**src/rtl/mac_operand_sequencer.sv**
```systemverilog
// mac_operand_sequencer
//   Feeds the dual-MAC datapath. Collects a valid/ready byte stream into four
//   operand registers (A1, B1, A2, B2), pulses the MAC clock enable once per
//   operand set, flushes the MAC pipeline with zero operands, waits for the
//   result register capture and then strobes the PISO parallel load.
//   One start produces one dot product of VEC_LEN element pairs per MAC.
//
// Ports
//   clk        in   clock, rising edge
//   aclr       in   asynchronous reset, active high
//   start      in   begin a new vector (looked at only while idle)
//   s_data     in   [7:0] operand byte stream
//   s_valid    in   s_data valid
//   s_ready    out  byte accepted this cycle when s_valid is high
//   op_a1      out  [7:0] MAC1 operand c
//   op_b1      out  [7:0] MAC1 operand d
//   op_a2      out  [7:0] MAC2 operand c
//   op_b2      out  [7:0] MAC2 operand d
//   mac_clken  out  MAC clock enable
//   mac_clr    out  MAC accumulator clear, one-cycle pulse
//   res_ld     out  PISO parallel load, one-cycle pulse
//   busy       out  high whenever not idle
//   done       out  one-cycle pulse, coincident with res_ld
//
// States
//   S_IDLE  | waiting for start
//   S_CLEAR | clear MAC accumulators, reset byte/element counters
//   S_LOAD  | accept four bytes into op_a1, op_b1, op_a2, op_b2
//   S_ISSUE | one MAC clock enable with the loaded operand set
//   S_DRAIN | PIPE_DEPTH clock enables with zero operands
//   S_WAIT  | RES_DLY idle cycles for the result register capture
//   S_OUT   | res_ld / done pulse

module mac_operand_sequencer #(
    parameter int VEC_LEN    = 8,
    parameter int PIPE_DEPTH = 2,
    parameter int RES_DLY    = 1
) (
    input  logic       clk,
    input  logic       aclr,
    input  logic       start,
    input  logic [7:0] s_data,
    input  logic       s_valid,
    output logic       s_ready,
    output logic [7:0] op_a1,
    output logic [7:0] op_b1,
    output logic [7:0] op_a2,
    output logic [7:0] op_b2,
    output logic       mac_clken,
    output logic       mac_clr,
    output logic       res_ld,
    output logic       busy,
    output logic       done
);

    localparam int EW   = (VEC_LEN > 1) ? $clog2(VEC_LEN) : 1;
    localparam int DMAX = (PIPE_DEPTH > RES_DLY) ? PIPE_DEPTH : RES_DLY;
    localparam int DW   = (DMAX > 1) ? $clog2(DMAX) : 1;

    localparam logic [EW-1:0] ELEM_LAST = EW'(VEC_LEN - 1);
    localparam logic [DW-1:0] DRAIN_LD  = DW'(PIPE_DEPTH - 1);
    localparam logic [DW-1:0] WAIT_LD   = DW'(RES_DLY - 1);

    typedef enum logic [2:0] {
        S_IDLE,
        S_CLEAR,
        S_LOAD,
        S_ISSUE,
        S_DRAIN,
        S_WAIT,
        S_OUT
    } state_t;

    state_t        state;
    state_t        state_nxt;
    logic [1:0]    byte_idx;
    logic [EW-1:0] elem_cnt;
    logic [DW-1:0] dly_cnt;

    always_ff @(posedge clk or posedge aclr) begin
        if (aclr) begin
            state <= S_IDLE;
        end else begin
            state <= state_nxt;
        end
    end

    always_comb begin
        state_nxt = state;
        case (state)
            S_IDLE:  if (start) state_nxt = S_CLEAR;
            S_CLEAR: state_nxt = S_LOAD;
            S_LOAD:  if (s_valid && byte_idx == 2'd3) state_nxt = S_ISSUE;
            S_ISSUE: state_nxt = (elem_cnt == ELEM_LAST) ? S_DRAIN : S_LOAD;
            S_DRAIN: if (dly_cnt == '0) state_nxt = S_WAIT;
            S_WAIT:  if (dly_cnt == '0) state_nxt = S_OUT;
            S_OUT:   state_nxt = S_IDLE;
            default: state_nxt = S_IDLE;
        endcase
    end

    // Datapath: operand capture, element counter and the shared drain/wait
    // down-counter (loaded on entry, state advances on terminal count 0).
    always_ff @(posedge clk or posedge aclr) begin
        if (aclr) begin
            op_a1    <= '0;
            op_b1    <= '0;
            op_a2    <= '0;
            op_b2    <= '0;
            byte_idx <= '0;
            elem_cnt <= '0;
            dly_cnt  <= '0;
        end else begin
            case (state)
                S_CLEAR: begin
                    byte_idx <= '0;
                    elem_cnt <= '0;
                end
                S_LOAD: begin
                    if (s_valid) begin
                        case (byte_idx)
                            2'd0: op_a1 <= s_data;
                            2'd1: op_b1 <= s_data;
                            2'd2: op_a2 <= s_data;
                            2'd3: op_b2 <= s_data;
                            default: ;
                        endcase
                        // 2-bit index wraps 3 -> 0, ready for the next set
                        byte_idx <= byte_idx + 2'd1;
                    end
                end
                S_ISSUE: begin
                    if (elem_cnt == ELEM_LAST) begin
                        // flush the MAC pipeline with zero operands
                        op_a1   <= '0;
                        op_b1   <= '0;
                        op_a2   <= '0;
                        op_b2   <= '0;
                        dly_cnt <= DRAIN_LD;
                    end else begin
                        elem_cnt <= elem_cnt + EW'(1);
                    end
                end
                S_DRAIN: begin
                    if (dly_cnt == '0) dly_cnt <= WAIT_LD;
                    else               dly_cnt <= dly_cnt - DW'(1);
                end
                S_WAIT: begin
                    if (dly_cnt != '0) dly_cnt <= dly_cnt - DW'(1);
                end
                default: ;
            endcase
        end
    end

    assign s_ready   = (state == S_LOAD);
    assign mac_clken = (state == S_ISSUE) || (state == S_DRAIN);
    assign mac_clr   = (state == S_CLEAR);
    assign res_ld    = (state == S_OUT);
    assign done      = (state == S_OUT);
    assign busy      = (state != S_IDLE);

endmodule

```
**config.mk**
```make
export PLATFORM = sky130hd
export DESIGN_NAME = mac_operand_sequencer
export DESIGN_NICKNAME = d
export VERILOG_FILES = /design/src/rtl/mac_operand_sequencer.sv
export SDC_FILE = /design/constraint.sdc
export NUM_CORES = 1
export LEC_CHECK = 0
export BUFFER_PORTS_ARGS = -buffer_cell sky130_fd_sc_hd__buf_2
export CAP_MARGIN = 20
export CORE_UTILIZATION = 53
export DETAILED_ROUTE_END_ITERATION = 6
export PLACE_DENSITY = 0.82
export SYNTH_ARGS = -nofsm -noshare
export SYNTH_HDL_FRONTEND = slang
export SYNTH_SLANG_ARGS = --single-unit
```
**constraint.sdc**
```tcl
create_clock -name clk -period 1.7 [get_ports clk]
set_input_delay 0.34 -clock clk [delete_from_list [all_inputs] [get_ports clk]]
set_output_delay 0.34 -clock clk [all_outputs]
set_load 0.01 [all_outputs]
```
# == After elaboration in Yosys (flattened, before gate mapping) ==
# Cells that the tools add are included.
# totals
input_bits,12
register_bits,41
output_inout_bits,38
elab_cells,76
# classes
reduce_logical,18
eq_ne,21
mux,26
n_addsub,3
# op_table
op,count
$mux 8,9
$pmux 8 s2,4
$reduce_and 4->1,5
$mux 3,6
$pmux 3 s6,1
$eq 3x3->1 const B,4
$ne 2x2->1 const B,6
$ne 2x1->1 const B,5
$reduce_bool 2->1,4
$eq 3x2->1 const B,2
$pmux 3 s2,1
$reduce_and 2->1,3
$eq 2x2->1 const B,2
$pmux 2 s2,1
$add 3x1->3 const B,1
$eq 3x1->1 const B,1
$logic_not 3->1,1
$reduce_bool 3->1,1
$add 2x1->2 const B,1
$eq 2x1->1 const B,1
$logic_not 2->1,1
$mux 1,2
$mux 2,1
$pmux 1 s2,1
other kinds (4),4

# == Depth between registers and ports, before layout ==
# logic_depth
depth_word,4
ltp_mapped,7
mapped_depth_nobuf,5

# == Least setup slack after synthesis ==
# No wires, ideal clock.
# synth_path
path_kind,reg-to-reg
start,register byte_idx[0]
end,register op_a2[0]
t_required_ns,1.574
n_path_buf,2
setup_time_ns,0.126
arrival_time_ns,1.432
slack_ns,0.142
synth_period_minus_slack_ns,1.558
stages_incl_launch_ff,8
path_cell_list,dfrtp_1 inv_1 ha_1 and3b_1 buf_6 nor2b_4 buf_6 a221o_1
# synth_via
elab_chain_len,3
# synth_lines
element,line,text
"start, declared",76,logic [1:0] byte_idx;
"start signal, assigned",129,byte_idx <= byte_idx + 2'd1;
$eq 2x2->1,121,case (byte_idx)
$ne 2x1->1 (no line),n/a,
$reduce_and 4->1 (no line),n/a,
"end signal, assigned",124,2'd2: op_a2 <= s_data;
"end, declared",47,"output logic [7:0] op_a2,"
# Every way passes these cells.
# A chain may end at the register's enable or synchronous reset.

# == Worst setup path after layout ==
# layout_path
start,register state[0]
end,output port busy
# layout_via
elab_chain_len,1
# layout_lines
element,line,text
"start, declared",74,state_t state;
"start signal, assigned",84,state <= state_nxt;
$reduce_bool 3->1,161,assign busy = (state != S_IDLE);
"end, declared",52,"output logic busy,"
# Every way passes these cells.

==> flow_summary.ini <==
[outcome]
run_status = finished clean

[timing]
hold_ws_ns = 0.1572
count_of_endpoints_failing_hold_in_the_final_timing_report = 0
max_slew.worst_pin.slew_ns = 0.5076
rsz0062_at_grt = no
post-route-min-period_ns = 1.655
min_period_over_period_pct = 97.35
report.final.setup_viol = 0
slew_viol_final = 0
fin_setup_tns_ns = 0
fin_worst_skew_ns = 0.008542
max_freq_mhz = 604.2
slew_headroom_pct = 66.16

[setup_path]
startpoint = state[0]$_DFFE_PP0P_
cp_data_required_time_ns = 1.36
timing.critical_path.buf_inv = 2
cp_slowest_cell = dfrtp_2
critical_path_arrival_ns = 1.32
critical_path.max_stage_delay_ns = 0.42
cp_top_family = flip-flops
rr_startpoint = elem_cnt[0]$_DFFE_PP0P_
startpoint_type = register
critPathKind = register to output port
crit_path_end_kind = output port
critical_path_peak_fanout = 7
path_cells = buf_6, or3_1, buf_2

[yosys]
ys_async_sr_fraction_pct = 100.0
yosys_warnings = 0
post_synth_num_cell_types = 32
synth_sequential_area_ratio_pct = 47.67
synth.top_cell.area_share_pct = 47.67
synthesis.nets = 214
synth_ff_type = dfrtp_1
synth_edf_count = 0
synth.ff_latch_count = 41
cell_types_with_the_largest_area_share_after_synthesis = dfrtp_1, a221o_1, a211oi_1
cell_taking_the_most_area_after_synthesis = dfrtp_1
syn-mean-instance-area_um2 = 10.98
syn-cell-area_mm2 = 0.002152
syn_inst = 196

[hold_path]
timing.hold.worst.class = primary input to async pin

[routing]
num_vias = 1777
post-route-drc-count = 0
iteration_0_drc_count_of_the_detailed_router = 184
final_antenna_net_count = 0
drt-pass1-iter-count = 4
drt-vias-per-instance = 5.983
wire_per_inst_um = 16.48
totalWireLength_um = 4894

[floorplanning]
core_region_area_mm2 = 0.003771
die_h_um = 65.72
initial_utilization_pct = 57.07
ports_placed_on_the_boundary = 50
die_width_um = 65.72
core.rowCount = 22
design.die.area_mm2 = 0.004319

[global_routing]
grt_antenna_before_repair = 0
overflow = 0
grt_max_degree = 42
via_count_of_the_first_global_routing_pass = 1698
grt_pass1_wl_um = 8252
globalRouteTotalUtil_pct = 25.77

[final_layout]
post_route_cells_drive_above_1_share_pct = 33.33
num-nets-final = 266
antenna_cells_inserted = 0
fillCellCount = 303
area_growth_syn_to_fin_pct = 18.66

[pwr]
power_per_cell_area_mw_per_mm2 = 1890
p_leak_nw = 1.277
max_rail_drop_vdd_v = 0.0007558

[placement]
routabilityCongestion = 0.7631
port_buffers = 49
place_hpwl_um = 3392

[clock_tree]
root_buffer = clkbuf_8
clk_pin_slew_ns = 0.08
cts_inserted_buffers = 5
cts_tree = yes
clock_insertion_delay_worst_skew_ns = 0.30
cts_htree_levels = 2
clock_sink_count = 41
clock_path_buffers = 2

[run]
max_cap_violations = 0
metal layers:
metal	part of all wire [%]	GRT usage, %	vias up
li1	-	-	831
met1	43	34.08	864
met2	48	40.31	71
met3	6.9	6.424	11
met4	1.8	10.05	0
met5	0	0	-
area by class of cell:
cell class                 count  area [um^2]  area share [%]
inverter                      27        101.3           3.969
tap                           48        60.06           2.352
timing repair buffer          66        380.4           14.89
sequential                    41         1030           40.32
clock buffer                   6        82.58           3.234
clock inverter                 2        13.76          0.5390
multi-input combinational    107        885.9           34.69
cell families after synthesis:
kind of cell | after synthesis | share of synthesized area, %
mux | 2 | 0.9884
simple gates | 27 | 8.779
fa+ha+maj | 6 | 3.488
compound gates | 71 | 27.27
xor+xnor | 1 | 0.4071
buf+inv | 48 | 11.39
flops | 41 | 47.67
metrics by stage:
step	instance area, um^2	utilization, %	instances	setup slack (ns)	power (mW)
3_5_place_dp	2426	64.33	287	0.1226	4.108
5_1_grt	2554	67.72	297	0.0005191	5.215
2_1_floorplan	2152	-	196	0.1425	3.367
3_3_place_gp	2426	64.33	287	0.1564	4.003
4_1_cts	2539	67.32	297	0.004306	4.819
6_report	2554	67.72	297	0.04499	4.826
Yosys cell counts (3+ instances only):
master / count
ha_1: 6
inv_1: 27
a211oi_1: 24
and3b_1: 4
a221o_1: 24
clkbuf_1: 4
a22o_1: 10
buf_4: 3
nor2_1: 5
nand2_1: 5
o21ai_0: 5
dfrtp_1: 41
buf_2: 7
buf_6: 6
nor2b_4: 3
worst register-to-register path, delay by kind of cell, from the launching register on:
kind / cells / cell delay [ns]
compound gates: 2 / 0.40
fa+ha+maj: 2 / 0.43
buf+inv: 1 / 0.29
flops: 1 / 0.37
placed cells by master (no fill, tap or decap):
cell / synthesis / routed
nand2b_1: 1 / 1
clkinv_2: 0 / 1
a21oi_1: 2 / 2
buf_6: 6 / 2
nand2_1: 5 / 5
mux2i_1: 1 / 1
a211oi_1: 24 / 23
and4_1: 1 / 1
nand3_1: 1 / 1
xnor2_1: 1 / 1
ha_1: 6 / 6
a211oi_2: 0 / 1
nor2b_4: 3 / 3
o21ai_0: 5 / 5
nor2_1: 5 / 5
or3_1: 1 / 1
o211ai_1: 2 / 2
inv_1: 27 / 27
nor3b_1: 2 / 2
dfrtp_1: 41 / 38
and3b_1: 4 / 4
a22o_1: 10 / 10
nand4_1: 2 / 2
a31oi_1: 1 / 1
buf_4: 3 / 15
a21o_1: 2 / 2
dfrtp_2: 0 / 3
buf_2: 7 / 49
clkbuf_8: 0 / 6
clkinv_4: 0 / 1
a221o_1: 24 / 24
nand2b_4: 1 / 1
o21bai_1: 1 / 1
nand3b_1: 1 / 1
mux2_2: 1 / 1
registers in the layout (all words and copies together), names as in the netlist:
| signal | flops |
|---|---|
| state | 3 |
| dly_cnt | 1 |
| op_a1 | 8 |
| op_b2 | 8 |
| op_a2 | 8 |
| elem_cnt | 3 |
| op_b1 | 8 |
| byte_idx | 2 |
worst paths after layout:
check	endpoint	slack, ns	cells past startpoint
max reg2reg	op_a2[4]$_DFFE_PP0P_	0.10	5
max in group asynchronous	state[1]$_DFFE_PP0P_	1.16	3
max	busy	0.04	3
min	op_b2[0]$_DFFE_PP0P_	0.16	3
min reg2reg	op_b2[0]$_DFFE_PP0P_	0.50	1
min in group clk	op_b2[0]$_DFFE_PP0P_	0.33	2
what timing repair did:
| item | CTS | global route |
|---|---|---|
| setup endpoints to repair | 4 | 5 |
| hold buffers | 0 | 0 |
| buffers inserted | 2 | 0 |
| gates resized for setup | 1 | 5 |
power by group:
part / total (mW) / internal, mW / switching, mW
sequential: 1.80 / 1.44 / 0.366
combinational: 2.35 / 1.15 / 1.20
clock: 0.677 / 0.329 / 0.348
Power figures use the tool's default switching activity.
